===== config.mk =====
export PLATFORM = sky130hd
export DESIGN_NAME = note_sequencer_flat
export DESIGN_NICKNAME = d
export VERILOG_FILES = /design/src/rtl/note_sequencer_if.sv /design/src/rtl/note_sequencer.sv /design/src/flat_wrapper.sv
export SDC_FILE = /design/constraint.sdc
export NUM_CORES = 1
export LEC_CHECK = 0
export BUFFER_PORTS_ARGS = -buffer_cell sky130_fd_sc_hd__buf_2
export CAP_MARGIN = 20
export CORE_MARGIN = 3
export CORE_UTILIZATION = 64
export CTS_BUF_LIST = sky130_fd_sc_hd__clkbuf_4
export DETAILED_ROUTE_END_ITERATION = 16
export PLACE_DENSITY = 0.82
export REMOVE_ABC_BUFFERS = 1
export SLEW_MARGIN = 25
export SYNTH_ARGS = -nofsm -noshare
export SYNTH_HDL_FRONTEND = slang
export SYNTH_SLANG_ARGS = --single-unit

===== constraint.sdc =====
create_clock -name clk -period 2.9 [get_ports clk]
set_clock_uncertainty 0.15 [all_clocks]
set_input_delay 0.145 -clock clk [delete_from_list [all_inputs] [get_ports clk]]
set_output_delay 0.145 -clock clk [all_outputs]
set_load 0.01 [all_outputs]

===== src/rtl/note_sequencer_if.sv =====
// Host-side bundle for the note sequencer: table write port, playback
// controls and the tone/gate outputs toward the oscillator stage.
interface note_sequencer_if #(
    parameter int DEPTH = 16
);
    localparam int AW = $clog2(DEPTH);

    logic          wr_en;
    logic [AW-1:0] wr_addr;
    logic [7:0]    wr_data;
    logic [AW:0]   seq_len;
    logic          loop_en;
    logic          start;
    logic          stop;
    logic [3:0]    tone;
    logic          gate;
    logic          busy;
    logic [AW-1:0] note_idx;
    logic          done;

    modport master (
        output wr_en, wr_addr, wr_data, seq_len, loop_en, start, stop,
        input  tone, gate, busy, note_idx, done
    );

    modport slave (
        input  wr_en, wr_addr, wr_data, seq_len, loop_en, start, stop,
        output tone, gate, busy, note_idx, done
    );
endinterface


===== src/rtl/note_sequencer.sv =====
// Steps through a programmed note table, holding each tone for dur+1 beats
// of an internal prescaler and gating the output for non-rest entries.
module note_sequencer #(
    parameter int CLOCK_SPEED = 25_000_000,
    parameter int BEAT_HZ     = 8,
    parameter int DEPTH       = 16
) (
    input logic             clk,
    input logic             rst,
    note_sequencer_if.slave bus
);
    localparam int AW       = $clog2(DEPTH);
    localparam int BEAT_DIV = CLOCK_SPEED / BEAT_HZ;
    localparam int PW       = $clog2(BEAT_DIV);
    localparam logic [PW-1:0] PRE_MAX = PW'(BEAT_DIV - 1);
    localparam logic [AW:0]   LEN_MAX = (AW + 1)'(DEPTH);

    typedef enum logic [1:0] {IDLE, LOAD, PLAY} state_t;

    state_t        state, state_nxt;
    logic [7:0]    mem [DEPTH];
    logic [7:0]    entry;
    logic [AW-1:0] idx;
    logic [AW:0]   len;
    logic [PW-1:0] presc;
    logic [4:0]    beats_left;
    logic [3:0]    tone;
    logic          gate;
    logic [AW-1:0] note_idx;
    logic          done;
    logic          go, tick, note_end, last;

    // Table is deliberately not reset; the read is taken at the edge that ends LOAD,
    // so a write landing on that same edge is not yet visible.
    always_ff @(posedge clk)
        if (bus.wr_en) mem[bus.wr_addr] <= bus.wr_data;

    assign entry = mem[idx];

    always_comb begin
        go        = bus.start && !bus.stop && (bus.seq_len != '0);
        tick      = (state == PLAY) && (presc == PRE_MAX);
        note_end  = tick && (beats_left == 5'd1);
        last      = ({1'b0, idx} == len - 1'b1);
        state_nxt = state;
        case (state)
            IDLE:    if (go) state_nxt = LOAD;
            LOAD:    state_nxt = PLAY;
            PLAY:    if (note_end) state_nxt = (!last || bus.loop_en) ? LOAD : IDLE;
            default: state_nxt = IDLE;
        endcase
        if (bus.stop) state_nxt = IDLE;
    end

    always_ff @(posedge clk or posedge rst)
        if (rst) state <= IDLE;
        else     state <= state_nxt;

    always_ff @(posedge clk or posedge rst) begin
        if (rst) begin
            idx        <= '0;
            len        <= '0;
            presc      <= '0;
            beats_left <= '0;
            tone       <= 4'd2;
            gate       <= 1'b0;
            note_idx   <= '0;
            done       <= 1'b0;
        end else begin
            done <= 1'b0;
            if (bus.stop) begin
                gate       <= 1'b0;
                presc      <= '0;
                beats_left <= '0;
            end else begin
                case (state)
                    IDLE: begin
                        presc      <= '0;
                        beats_left <= '0;
                        if (go) begin
                            len <= (bus.seq_len > LEN_MAX) ? LEN_MAX : bus.seq_len;
                            idx <= '0;
                        end
                    end
                    LOAD: begin
                        tone       <= entry[3:0];
                        gate       <= (entry[3:0] != 4'hF);
                        beats_left <= {1'b0, entry[7:4]} + 5'd1;
                        note_idx   <= idx;
                        presc      <= '0;
                    end
                    PLAY: begin
                        presc <= tick ? '0 : presc + 1'b1;
                        if (tick) beats_left <= beats_left - 5'd1;
                        if (note_end) begin
                            if (!last)            idx <= idx + 1'b1;
                            else if (bus.loop_en) idx <= '0;
                            else begin
                                gate <= 1'b0;
                                done <= 1'b1;
                            end
                        end
                    end
                    default: ;
                endcase
            end
        end
    end

    assign bus.tone     = tone;
    assign bus.gate     = gate;
    assign bus.busy     = (state != IDLE);
    assign bus.note_idx = note_idx;
    assign bus.done     = done;
endmodule


===== src/flat_wrapper.sv =====
// flat-port wrapper written by rule: the top's interface ports become plain ports
module note_sequencer_flat 
#(
    parameter int CLOCK_SPEED = 25_000_000,
    parameter int BEAT_HZ     = 8,
    parameter int DEPTH       = 16
)
  (clk, rst, bus_wr_en, bus_wr_addr, bus_wr_data, bus_seq_len, bus_loop_en, bus_start, bus_stop, bus_tone, bus_gate, bus_busy, bus_note_idx, bus_done);
  note_sequencer_if #(.DEPTH(DEPTH)) bus_i ();
  input logic clk;
  input logic rst;
  input wire logic [$bits(bus_i.wr_en)-1:0] bus_wr_en;
  input wire logic [$bits(bus_i.wr_addr)-1:0] bus_wr_addr;
  input wire logic [$bits(bus_i.wr_data)-1:0] bus_wr_data;
  input wire logic [$bits(bus_i.seq_len)-1:0] bus_seq_len;
  input wire logic [$bits(bus_i.loop_en)-1:0] bus_loop_en;
  input wire logic [$bits(bus_i.start)-1:0] bus_start;
  input wire logic [$bits(bus_i.stop)-1:0] bus_stop;
  output wire logic [$bits(bus_i.tone)-1:0] bus_tone;
  output wire logic [$bits(bus_i.gate)-1:0] bus_gate;
  output wire logic [$bits(bus_i.busy)-1:0] bus_busy;
  output wire logic [$bits(bus_i.note_idx)-1:0] bus_note_idx;
  output wire logic [$bits(bus_i.done)-1:0] bus_done;
  assign bus_i.wr_en = bus_wr_en;
  assign bus_i.wr_addr = bus_wr_addr;
  assign bus_i.wr_data = bus_wr_data;
  assign bus_i.seq_len = bus_seq_len;
  assign bus_i.loop_en = bus_loop_en;
  assign bus_i.start = bus_start;
  assign bus_i.stop = bus_stop;
  assign bus_tone = bus_i.tone;
  assign bus_gate = bus_i.gate;
  assign bus_busy = bus_i.busy;
  assign bus_note_idx = bus_i.note_idx;
  assign bus_done = bus_i.done;
  note_sequencer #(.CLOCK_SPEED(CLOCK_SPEED), .BEAT_HZ(BEAT_HZ), .DEPTH(DEPTH)) u_core (.clk(clk), .rst(rst), .bus(bus_i));
endmodule

# Word-level counts from Yosys, hierarchy flattened
# Memories as Yosys holds them, arrays and structs flattened.
# Cells that the tools add are included.
[totals] mem_bits_ro=0 ramBits=128 elab_cells=81 out_inout_bits=11 inputBits=23 ff_bits=48 latchBits=0 mem_count=1
[op_classes] n_addsub=5 bitwise_logic=1 eq_ne=14 reduce_logical=21 n_lt_le_gt_ge=1 div=0 n_mux=29 n_mul=0 shift=0
[memory_table] memory="u_core.mem" words=16 width=8 rd=1 rd_clocked_by_memory_dff=0 write_ports=1 line="note_sequencer.sv:21" source="logic [7:0] mem [DEPTH];"
[ops] op="two-way mux 22 bit" count=2
[ops] op="one-hot mux 22 bit (2 select lines)" count=1
[ops] op="adder 22 x 1 -> 22 bit (second input constant)" count=1
[ops] op="== test 22 bit (second input constant)" count=1
[ops] op="two-way mux 4 bit" count=4
[ops] op="two-way mux 5 bit" count=3
[ops] op="one-hot mux 5 bit (3 select lines)" count=1
[ops] op="two-way mux 1 bit" count=12
[ops] op="inequality test 3 x 2 -> 1 bit (second input constant)" count=4
[ops] op="subtractor 5 x 1 -> 5 bit (second input constant)" count=2
[ops] op="one-hot mux 4 bit (2 select lines)" count=1
[ops] op="two-way mux 2 bit" count=3
[ops] op="inequality test 3 bit (second input constant)" count=2
[ops] op="one-hot mux 2 bit (3 select lines)" count=1
[ops] op="AND reduction 2 bit" count=3
[ops] op="nonzero test 3 bit" count=2
[ops] op="adder 4 x 1 -> 5 bit (second input constant)" count=1
[ops] op="== test 4 x 5 -> 1 bit" count=1
[ops] op="== test 5 x 1 -> 1 bit (second input constant)" count=1
[ops] op="> comparator 5 bit (second input constant)" count=1
[ops] op="AND reduction 5 bit" count=1
[ops] op="nonzero test 5 bit" count=1
[ops] op="adder 4 x 1 -> 4 bit (second input constant)" count=1
[ops] op="logical AND 1 bit" count=4
[ops] op="14 further kinds" count=17

# Longest topological paths before layout
[logic_depth] word_depth=8 depth_mapped=11 depth_no_buf=8

# Worst setup path before layout
# No wires, ideal clock.
[synth_path] kind="register to register" from="register u_core.idx[0]" to="register u_core.beats_left[1]" path_stages_with_launch=10 arrival_ns=2.184 required_ns=2.632 slack_ns=0.448 setup_ns=0.118 synth_period_minus_slack_ns=2.452 path_buffers=2 cell_sequence="dfrtp_1 buf_6 buf_8 mux4_2 mux4_2 ha_1 nand2_1 o21ai_0 nand4_1 nand2_1"
[synth_between] elab_chain_len=4
[synth_lines] element="start, declared" line="note_sequencer.sv:23" source="logic [AW-1:0] idx;"
[synth_lines] element="start signal, assigned" line="note_sequencer.sv:96" source="if (!last) idx <= idx + 1'b1;"
[synth_lines] element="memory read (16 x 8 bit)"
[synth_lines] element="adder 4 x 1 -> 5 bit" line="note_sequencer.sv:88" source="beats_left <= {1'b0, entry[7:4]} + 5'd1;"
[synth_lines] element="one-hot mux 5 bit (3 select lines)" line="note_sequencer.sv:76" source="case (state)"
[synth_lines] element="two-way mux 5 bit" line="note_sequencer.sv:71" source="if (bus.stop) begin"
[synth_lines] element="end signal, assigned" line="note_sequencer.sv:88"
[synth_lines] element="end signal, assigned" line="note_sequencer.sv:94" source="if (tick) beats_left <= beats_left - 5'd1;"
[synth_lines] element="end, declared" line="note_sequencer.sv:26" source="logic [4:0] beats_left;"
# Every way passes these cells.
# A chain may end at the register's enable or synchronous reset.

# Worst setup path in the final report
[layout_path] from="register u_core.state[0]" to="register u_core.done (netlist: u_core.bus.done)"
[layout_between] elab_chain_len=6
[layout_lines] element="start, declared" line="note_sequencer.sv:20" source="state_t state, state_nxt;"
[layout_lines] element="start signal, assigned" line="note_sequencer.sv:57" source="else state <= state_nxt;"
[layout_lines] element="== test 2 bit (*)" line="note_sequencer.sv:42, note_sequencer.sv:76"
[layout_lines] element="logical AND 1 bit" line="note_sequencer.sv:42" source="tick = (state == PLAY) && (presc == PRE_MAX);"
[layout_lines] element="logical AND 1 bit" line="note_sequencer.sv:43" source="note_end = tick && (beats_left == 5'd1);"
[layout_lines] element="two-way mux 1 bit" line="note_sequencer.sv:95" source="if (note_end) begin"
[layout_lines] element="two-way mux 1 bit (*)" line="note_sequencer.sv:76"
[layout_lines] element="two-way mux 1 bit (*)" line="note_sequencer.sv:71"
[layout_lines] element="end signal, assigned" line="note_sequencer.sv:68" source="done <= 1'b0;"
[layout_lines] element="end signal, assigned" line="note_sequencer.sv:70" source="done <= 1'b0;"
[layout_lines] element="end signal, assigned" line="note_sequencer.sv:100" source="done <= 1'b1;"
[layout_lines] element="end, declared" line="note_sequencer.sv:30" source="logic done;"
# Every way passes the cells marked *; elsewhere a longest branch is shown, timed or not.

==> summary.md <==
| Metric | Value |
|---|---|
| Post CTS Setup Buffer Count | 0 |
| Core footprint | approximately 12,000 um2 |
| Type of the worst min-delay path | input pin to flip-flop |
| Switching share of power | 0.279 |
| Highest-delay cell along the critical path | dlygate4sd3_1 |
| Via count | ~4,700 |
| #FFs+latches synth | 176 |
| Cell Pwr Density | ~590 nW/um2 |
| Setup tns final | 0 ns |
| Status | completed |
| CP Buf/Inv Count | 2 |
| Crit. End Element | flip-flop |
| Hold depth | 4 |
| Power Total | between 5 and 6 mW |
| Reg2reg setup slack | 0.16 ns |
| Vias per cell | around 6.2 |
| Met3 Usage GRT | 0.0689 |
| M1 GR Usage | 0.336 |
| Internal power | 3.68 mW |
| Hold endpoint | u_core.mem[1][6] |
| Max_cap viols | 0 |
| Fin crit share | 0.944 |
| Clock power frac | 0.252 |
| Placed cell areas | around 8000 um2 |
| Global routing's busiest layer | met2 |
| Core Rows | 39 |
| Most used DFF post-synth | edfxtp_1 |
| Total Wirelength | 15,700 um |
| Post-Syn Instances | roughly 510 |
| Fin crit period | 2.74 ns |
| Worst reg2reg path endpoint | u_core.bus.done |
| Reg clk slew, reported paths | 0.14 ns |
| Least-Margin Pin Slew | 0.974 ns |
| CP arrival | 3.10 ns |
| Startpoint types | flip-flop |
| Port bufs | 33 |
| Clk Tree Root Cell | clkbuf_4 |
| Post-synthesis cell area | a little under 8000 um2 |
| Die span in y | 116 um |
| Maximum clock frequency | 0.365 GHz |
| Post-synth top area share | 0.497 |
| Die area | 13,500 um2 |
| Share of cells above drive strength 1 | 0.233 |
| First-pass GRT wire length | 25,100 um |
| Syn avg cell area | roughly 15 um2 |
| Number of top-level pins | 34 |
| Post-synth top cells | 128 x edfxtp_1, 51 x nand2_1, 47 x dfrtp_1 |
| Clk_lat worst skew | between 0.5 and 0.6 ns |
| Synth unique cells | a little over 60 |
| CP delay by family, top | simple AND/OR/NAND/NOR gates |
| Area Overhead vs Synth | 12.5% |
| Util after Layout | 0.750 |
| Critical-path maximum fanout | 5 |
| Initial Util | 0.667 |
| GP Congestion | 0.846 |
| # fillers | about 700 |
| Worst-case clock buffer depth | 2 |
| Die width | 116 um |
| Slew margin rel. | 0.348 |
| Comb pwr share | 0.171 |
| Reg2Reg Launch Point | u_core.state[0] |
| Pleak | 3.14 nW |
| Number of H-tree levels | 4 |
| Top-count cell post-synth | edfxtp_1 |
| Dpl ws | 0.321 ns |
| Flop pwr share | 0.577 |
| Final setup viols | 0 |
| CP required | ~3.3 ns |
| CP max stage delay | approximately 0.54 ns |
| Area contributors post-synth | edfxtp_1 50%, dfrtp_1 15%, mux4_2 9.6%, nand2_1 2.5%, nor2_1 2.0% |
| Switch Pwr | 1.43 mW |
| Hold Violations, Final | 0 |
| Detailed-route DRC error count | 0 |
| Pin count of the biggest net entering global routing | between 40 and 50 |
| CTS tree | built |
| Detailed Route Iter0 Violations | 403 |
| Detailed placement HPWL | 10,200 um |
| GR Layer Usage met2 | 0.417 |
| Routed Antenna Nets | 0 |
| DR WL/cell | 20.7 um |
| Hold wc startpoint | bus_wr_addr[2] |
| Crit Path Category | flip-flop to flip-flop |
| GRT overflow | 0 |
| Design area | 8710 um2 |
| Async set or reset register ratio after synthesis | 0.273 |
| Setup ws final | around 0.16 ns |
| Reg2Reg Depth | 8 |
| Total track usage | 0.256 |
| Vias in the first global route | ~4,800 |
| CTS Sinks | 176 |
| Register area share after synthesis | 0.652 |
| CP cell instances | inv_1, ha_1, and4bb_2, nand4b_2, nor4_2, nand2_1, nor2_1, dlygate4sd3_1 |
| TritonRoute pass-1 iters | 5 |
| TritonCTS Buffers | 17 |
| Number of synthesis warnings | 0 |
| Initial antenna violation count | 0 |
| RSZ-0062 raised after global routing | false |
| Total Nets Final | 635 |
| Worst IR Drop VDD | 0.472 mV |
| Number of synthesized flops with an enable pin | between 100 and 150 |
| Synth area leader | edfxtp_1 |
| # diodes | 0 |
| Max-slew violations | 0 |
[kinds of logic after synthesis]
kind of cell | after synthesis | synth area share
adder cells (fa/ha/maj) | 11 | 0.0178
AO/OA/AOI/OAI | 55 | 0.0519
buffers and inverters | 34 | 0.0238
AND/OR/NAND/NOR | 164 | 0.108
flip-flops | 176 | 0.652
multiplexers | 50 | 0.119
XOR/XNOR | 24 | 0.0272
[repair_timing]
item,in CTS,in global routing
hold buffers,30,0
setup endpoints to repair,0,1
endpoints found under the hold margin,232,0
gates resized for setup,0,1
[placed cells by master, fill, tap and decap left out, types with 13 or more instances in the layout]
master / synthesis / final
buf_4: 1 / 24
inv_1: 15 / 14
dlygate4sd3_1: 0 / 30
xor2_1: 16 / 16
nand3_1: 13 / 13
dfrtp_1: 47 / 46
clkbuf_4: 0 / 21
mux4_2: 33 / 33
edfxtp_1: 128 / 128
o21ai_0: 21 / 21
buf_2: 8 / 33
nand2_1: 51 / 51
nor2_1: 42 / 42
[worst reg2reg max path: stages, from the launching register on]
cell and delay (ns):
dfrtp_1 0.46, inv_1 0.11, ha_1 0.25, and4bb_2 0.26, nand4b_2 0.22, nor4_2 0.44, nand2_1 0.15, nor2_1 0.11
dlygate4sd3_1 0.55
[power by group through the flow]
| stage | sequential, mW | clock (mW) | combinational (mW) |
|---|---|---|---|
| CTS | 2.95 | 1.32 | 0.863 |
| global route | 2.96 | 1.43 | 0.963 |
| floorplan | 2.98 | 0 | 0.534 |
| global placement | 2.99 | 0 | 0.771 |
| detailed placement | 3.00 | 0 | 0.806 |
| finish | 2.95 | 1.29 | 0.875 |
[registers in the layout, summed over array words and instances, names as in the netlist, 2 cells and up]
register and cells:
u_core.state 2, u_core.beats_left 5, u_core.mem 128, u_core.bus.note_idx 4
u_core.presc 22, u_core.bus.tone 4, u_core.idx 4, u_core.len 5
[layout make-up]
type,instances,area [um2],area share
Tap cell,143,179,0.0205
Timing Repair Buffer,87,646,0.0741
Sequential cell,176,5050,0.579
Multi-Input combinational cell,304,2520,0.289
Inverter,15,57.6,0.00661
Clock inverter,11,106,0.0122
Clock buffer,21,158,0.0181
[layer usage]
| layer | vias to the layer above | wire, um |
|---|---|---|
| met1 | 2336 | 6380 |
| met3 | 38 | 1090 |
| met5 | - | 0 |
| met2 | 194 | 7820 |
| met4 | 0 | 377 |
| li1 | 2134 | - |
[through the flow]
stage	std cells	hold slack [ns]
4_1_cts	757	0.00475
3_3_place_gp	695	0.268
6_report	757	0.0747
2_1_floorplan	495	0.0614
3_5_place_dp	695	0.282
5_1_grt	757	0.0128
[worst max-delay path by stage]
stage	startpoint	to	slack [ns]	cells after the start
after CTS	u_core.state[0]	u_core.bus.done	0.06	8
after floorplan	u_core.idx[0]	u_core.beats_left[1]	-0.51	7
after global routing	u_core.state[0]	u_core.bus.done	0.006	8
after detailed placement	u_core.state[0]	u_core.state[0]	0.32	8
final	u_core.state[0]	u_core.bus.done	0.16	8
after global placement	u_core.state[0]	u_core.beats_left[3]	0.40	8
Note: power is estimated with default switching activity, not from simulation.
